--- config.mk ---
export PLATFORM = sky130hd
export DESIGN_NAME = alarm_ringer
export DESIGN_NICKNAME = d
export VERILOG_FILES = /design/src/rtl/alarm_ringer.sv
export SDC_FILE = /design/constraint.sdc
export NUM_CORES = 1
export LEC_CHECK = 0
export ABC_AREA = 1
export CORE_MARGIN = 3
export CORE_UTILIZATION = 30
export CTS_CLUSTER_DIAMETER = 50
export CTS_CLUSTER_SIZE = 30
export DETAILED_ROUTE_END_ITERATION = 10
export MAX_ROUTING_LAYER = met4
export PLACE_DENSITY = 0.58
export SLEW_MARGIN = 20
export SYNTH_ARGS = -nofsm -noshare
export SYNTH_HDL_FRONTEND = slang
export SYNTH_SLANG_ARGS = --single-unit
--- constraint.sdc ---
create_clock -name clk -period 12.3 [get_ports clk]
set_input_delay 2.46 -clock clk [delete_from_list [all_inputs] [get_ports clk]]
set_output_delay 2.46 -clock clk [all_outputs]
set_load 0.01 [all_outputs]
--- src/rtl/alarm_ringer.sv ---
// ---------------------------------------------------------------------------
// alarm_ringer
//
// Alarm ringing controller that sits directly downstream of the clock/alarm
// datapath. It compares the running hh:mm BCD digits against the alarm
// setting and runs a ring / snooze / dismiss state machine. While ringing, it
// drives the 8-LED alarm bar with a rotating single-bit chase.
//
// Parameters
//   RING_SECONDS   seconds of ringing before auto-stop (1..255)
//   SNOOZE_MINUTES snooze delay in minutes (1..59)
//   MAX_SNOOZE     snoozes allowed per alarm event (0..7)
//
// Ports
//   clk                      system clock (only clock)
//   reset                    synchronous, active-high
//   sec_tick                 1 Hz one-cycle enable
//   anim_tick                one-cycle enable, LED chase step
//   hr_1/hr_0/min_1/min_0    current time, BCD 00:00..23:59
//   al_hr_1/.../al_min_0     alarm time, BCD
//   alarm_en                 alarm switch (level)
//   suppress                 blocks new triggers (stopwatch / set mode)
//   snooze_op, dismiss_op    one-pulse button strobes
//   led_alarm                LED bar, chase pattern while ringing
//   ringing                  high while in RING
//   snoozed                  high while in SNOOZE
//   snooze_time              snooze target {h1,h0,m1,m0} BCD
//
// All outputs are registered.
// ---------------------------------------------------------------------------
module alarm_ringer #(
    parameter int RING_SECONDS   = 60,
    parameter int SNOOZE_MINUTES = 5,
    parameter int MAX_SNOOZE     = 3
) (
    input  logic        clk,
    input  logic        reset,
    input  logic        sec_tick,
    input  logic        anim_tick,
    input  logic [3:0]  hr_1,
    input  logic [3:0]  hr_0,
    input  logic [3:0]  min_1,
    input  logic [3:0]  min_0,
    input  logic [3:0]  al_hr_1,
    input  logic [3:0]  al_hr_0,
    input  logic [3:0]  al_min_1,
    input  logic [3:0]  al_min_0,
    input  logic        alarm_en,
    input  logic        suppress,
    input  logic        snooze_op,
    input  logic        dismiss_op,
    output logic [7:0]  led_alarm,
    output logic        ringing,
    output logic        snoozed,
    output logic [15:0] snooze_time
);

    typedef enum logic [1:0] {
        IDLE   = 2'd0,
        RING   = 2'd1,
        SNOOZE = 2'd2
    } state_t;

    localparam logic [7:0] RING_LAST    = 8'(RING_SECONDS - 1);
    localparam logic [2:0] SNOOZE_LIMIT = 3'(MAX_SNOOZE);
    localparam logic [6:0] SNOOZE_ADD   = 7'(SNOOZE_MINUTES);

    // Two BCD digits to binary (0..99).
    function automatic logic [6:0] bcd_to_bin(input logic [3:0] tens,
                                              input logic [3:0] ones);
        logic [6:0] t7;
        t7 = 7'(tens);
        return (t7 << 3) + (t7 << 1) + 7'(ones);
    endfunction

    // Binary 0..99 to two BCD digits by repeated subtraction of ten; the
    // loop is fixed-length so it unrolls into a short compare/subtract chain.
    function automatic logic [7:0] bin_to_bcd(input logic [6:0] value);
        logic [6:0] rem;
        logic [3:0] tens;
        rem  = value;
        tens = 4'd0;
        for (int i = 0; i < 9; i++) begin
            if (rem >= 7'd10) begin
                rem  = rem - 7'd10;
                tens = tens + 4'd1;
            end
        end
        return {tens, rem[3:0]};
    endfunction

    state_t      state, state_n;
    logic        match_q;
    logic [7:0]  ring_cnt, ring_cnt_n;
    logic [7:0]  pattern, pattern_n;
    logic [2:0]  snooze_cnt, snooze_cnt_n;
    logic [15:0] snooze_time_n;
    logic [7:0]  led_n;

    logic [15:0] now_bcd;
    logic [15:0] alarm_bcd;
    logic        match;
    logic        match_rise;
    logic        at_snooze_time;

    logic [6:0]  min_bin;
    logic [6:0]  hr_bin;
    logic [6:0]  min_sum;
    logic [6:0]  min_new;
    logic [6:0]  hr_new;
    logic [15:0] snooze_calc;

    assign now_bcd        = {hr_1, hr_0, min_1, min_0};
    assign alarm_bcd      = {al_hr_1, al_hr_0, al_min_1, al_min_0};
    assign match          = (now_bcd == alarm_bcd);
    assign match_rise     = match & ~match_q;
    assign at_snooze_time = (now_bcd == snooze_time);

    // Snooze target = current time + SNOOZE_MINUTES, done in binary and
    // converted back to BCD. The minute sum never exceeds 118, so a single
    // conditional subtract of 60 is enough; hour 24 wraps to midnight.
    always_comb begin
        min_bin = bcd_to_bin(min_1, min_0);
        hr_bin  = bcd_to_bin(hr_1, hr_0);
        min_sum = min_bin + SNOOZE_ADD;
        min_new = min_sum;
        hr_new  = hr_bin;
        if (min_sum >= 7'd60) begin
            min_new = min_sum - 7'd60;
            hr_new  = hr_bin + 7'd1;
        end
        if (hr_new >= 7'd24) begin
            hr_new = 7'd0;
        end
        snooze_calc = {bin_to_bcd(hr_new), bin_to_bcd(min_new)};
    end

    // Next-state and next-datapath logic. The RING exits are ordered so that
    // dismiss beats everything, then alarm switch off, then the ring timeout,
    // and only then a snooze request. An ignored snooze (limit reached) falls
    // through to normal ringing so the chase and the second count keep going.
    // In SNOOZE a dismiss or switch-off also takes precedence over re-ringing.
    always_comb begin
        state_n       = state;
        ring_cnt_n    = ring_cnt;
        pattern_n     = pattern;
        snooze_cnt_n  = snooze_cnt;
        snooze_time_n = snooze_time;

        case (state)
            IDLE: begin
                if (match_rise && alarm_en && !suppress) begin
                    state_n      = RING;
                    ring_cnt_n   = 8'd0;
                    pattern_n    = 8'h01;
                    snooze_cnt_n = 3'd0;
                end
            end

            RING: begin
                if (dismiss_op || !alarm_en) begin
                    state_n = IDLE;
                end else if (sec_tick && (ring_cnt == RING_LAST)) begin
                    state_n = IDLE;
                end else if (snooze_op && (snooze_cnt < SNOOZE_LIMIT)) begin
                    state_n       = SNOOZE;
                    snooze_time_n = snooze_calc;
                    snooze_cnt_n  = snooze_cnt + 3'd1;
                end else begin
                    if (sec_tick) begin
                        ring_cnt_n = ring_cnt + 8'd1;
                    end
                    if (anim_tick) begin
                        pattern_n = {pattern[6:0], pattern[7]};
                    end
                end
            end

            SNOOZE: begin
                if (dismiss_op || !alarm_en) begin
                    state_n = IDLE;
                end else if (at_snooze_time) begin
                    state_n    = RING;
                    ring_cnt_n = 8'd0;
                    pattern_n  = 8'h01;
                end
            end

            default: begin
                state_n = IDLE;
            end
        endcase

        // Every alarm event starts with a fresh snooze budget.
        if (state_n == IDLE) begin
            snooze_cnt_n = 3'd0;
        end

        // Outputs are computed from the next state so that they can be
        // registered without adding a cycle of latency.
        led_n = (state_n == RING) ? pattern_n : 8'h00;
    end

    // State and datapath registers. match_q resets high so that a match
    // already present when reset is released is not seen as a rising edge.
    always_ff @(posedge clk) begin
        if (reset) begin
            state       <= IDLE;
            match_q     <= 1'b1;
            ring_cnt    <= 8'd0;
            pattern     <= 8'h00;
            snooze_cnt  <= 3'd0;
            snooze_time <= 16'h0000;
            led_alarm   <= 8'h00;
            ringing     <= 1'b0;
            snoozed     <= 1'b0;
        end else begin
            state       <= state_n;
            match_q     <= match;
            ring_cnt    <= ring_cnt_n;
            pattern     <= pattern_n;
            snooze_cnt  <= snooze_cnt_n;
            snooze_time <= snooze_time_n;
            led_alarm   <= led_n;
            ringing     <= (state_n == RING);
            snoozed     <= (state_n == SNOOZE);
        end
    end

endmodule
==> summary.md <==
| Metric | Value |
|---|---|
| Seq/Total Area, Yosys | `0.130` |
| Synth Instances | `1,165` |
| Synth Warn # | `0` |
| Final net count | `1,373` |
| Port Buf Inserts | `65` |
| Max_cap viols | `0` |
| Vias | `7,253` |
| Crit-path max cell delay | `0.53 ns` |
| Max_slew headroom | `0.516` |
| Core box area | `0.0238 mm²` |
| CP dominant cell by count | `nand2_2` |
| Vias in the first global route | `6,819` |
| Slowest CP cell | `fa_1` |
| Crit share post-route | `0.948` |
| Initial antenna violation count | `3` |
| DRT Wirelength | `18.4 mm` |
| Final setup fails | `0` |
| Syn Nets | `1,268` |
| Grt total ovfl | `0` |
| Synth cell types | `63` |
| Most used standard cell by instance count after synthesis | `nand2_1` |
| Clk slew on worst S/H paths | `0.07 ns` |
| Starting Density | `0.310` |
| Share of layout cells above drive strength 1 | `0.216` |
| Post-synth top cells | `327 x nand2_1, 173 x inv_1, 88 x nand3_1, 67 x nor2_1, 59 x ha_1` |
| Num CTS Buffers | `5` |
| Outcome | `completed` |
| Drt pass-1 iters | `4` |
| First-pass GRT wire length | `31.2 mm` |
| Synth async-reset ratio | `0` |
| Critical Path Sink Type | `flop` |
| Routability cong. | `0.876` |
| CP Class | `input port to flop` |
| Chip Height | `163 µm` |
| DIE AREA | `0.0266 mm²` |
| Cell Area, Synth | `0.00739 mm²` |
| Mean Syn Cell Area | `6.34 µm²` |
| Skew final | `0.00556 ns` |
| Routed Antenna Nets | `0` |
| H-Tree Level Count | `2` |
| Post-DP HPWL | `15.0 mm` |
| I/O pins | `66` |
| DRC violations left | `0` |
| Clock tree root driver cell | `clkbuf_16` |
| Synth area leader | `nand2_1` |
| Routed len/inst | `11.6 µm` |
| Critical Path AT | `11.85 ns` |
| Slew Viols, Final | `0` |
| Total GRT Usage | `0.141` |
| Die Width | `163 µm` |
| Largest net degree at the start of global routing | `26` |
| Final hold viol count | `0` |
| Post-synth EDFFs | `0` |
| Longest Clk Path Bufs | `2` |
| Flop2flop setup slack | `9.59 ns` |
| Worst-margin pin slew | `0.724 ns` |
| CTS Hold Bufs | `0` |
| Via/cell ratio | `4.55` |
| Skew-Pair Late Insertion Delay | `0.28 ns` |
| Startpoint types | `input port` |
| Crit-path max FO | `7` |
| CTS tree | `done` |
| Area Growth Syn to Fin | `23.6%` |
| Synth top area share | `0.166` |
| #FFs+latches synth | `48` |
| Initial drt markers | `348` |
| Synth Flop Type | `dfxtp_1` |
| Worst EP required | `12.49 ns` |
| Layout Utilization | `0.384` |
| Fmax | `85.7 MHz` |
| Hold crit path type | `flop to flop` |
| Layout fillers | `2,542` |
| Final min period | `11.67 ns` |
| Top area cells in the synthesized netlist | `nand2_1 17%, dfxtp_1 13%, ha_1 10%` |
| CTS Sinks | `48` |
| Rows | `56` |
## registers in the layout, summed over array words and instances (netlist names)
signal / cells
led_alarm: 8
state: 2
pattern: 8
snooze_time: 16
ring_cnt: 8
match_q: 1
snoozed: 1
snooze_cnt: 3
ringing: 1
## metrics by stage
| stage | instances | instance area [µm²] | hold slack (ns) | setup TNS, ns | worst slack (ns) |
|---|---|---|---|---|---|
| 3_5_place_dp | 1559 | 8500 | 0.481 | -2.56 | -0.391 |
| 2_1_floorplan | 1165 | 7390 | 0.459 | 0 | 0.576 |
| 4_1_cts | 1567 | 8690 | 0.496 | 0 | 0.0209 |
| 6_report | 1593 | 9140 | 0.495 | 0 | 0.635 |
| 3_3_place_gp | 1559 | 8500 | 0.479 | -0.643 | -0.122 |
| 5_1_grt | 1593 | 9140 | 0.538 | -0.367 | -0.0978 |
## cell usage in the layout (no fill, tap or decap), drive strengths merged, types with 5 or more instances in the layout
master and n:
nand2 395, inv 195, nand3 120, nor2 78, clkdlybuf4s50 61, ha 59
dfxtp 48, buf 46, o21ai 44, a21oi 43, xor2 32, xnor2 28
nand4 20, nor3 12, or2 12, o22ai 9, nand3b 7, clkinv 7
o21a 6, o211ai 6, clkbuf 6, o21bai 5
## metal layers
layer  GRT usage  vias up  wire [µm]
met1       0.188     3230       9020
li1            -     3923          -
met5           -        -          0
met4      0.0188        0        172
met2       0.236       91       8500
met3      0.0170        9        712
## cell type report
cell class	count	area, µm²	area share
clock inverter	2	13.8	0.00151
inverter	201	772	0.0845
sequential	48	961	0.105
multi-input combinational	903	5840	0.640
antenna	3	7.51	0.000821
tap	319	399	0.0437
timing repair buffer	111	1000	0.110
clock buffer	6	139	0.0152
## logic make-up after synthesis
logic type      share of synthesized area
simple gates                        0.445
buf+inv                             0.120
xor+xnor                           0.0792
compound gates                      0.116
flops                               0.130
fa+ha+maj                           0.111
## worst max-delay path, delay by kind of cell
| kind | cells | cell delay (ns) |
|---|---|---|
| simple gates | 47 | 4.51 |
| fa+ha+maj | 11 | 2.42 |
| buf+inv | 16 | 1.29 |
| compound gates | 4 | 0.66 |
| xor+xnor | 2 | 0.45 |
## timing repair
item,CTS,global route
gates cloned,0,1
gates resized for setup,5,65
setup endpoints to repair,7,13
buffers inserted,0,22
pin swaps,1,37
## final timing paths
kind | startpoint | end | depth (start not counted)
worst max-delay path | min_1[0] | snooze_time[4]$_SDFFE_PP0P_ | 80
worst min-delay path | ring_cnt[4]$_SDFFE_PP0P_ | ring_cnt[4]$_SDFFE_PP0P_ | 1
worst max register to register | ring_cnt[0]$_SDFFE_PP0P_ | snooze_time[3]$_SDFFE_PP0P_ | 8
worst min register to register | ring_cnt[4]$_SDFFE_PP0P_ | ring_cnt[4]$_SDFFE_PP0P_ | 1
Power is left out: the tool's default activity adds up to more than one toggle a clock period on the data nets, which glitch-free logic cannot reach.
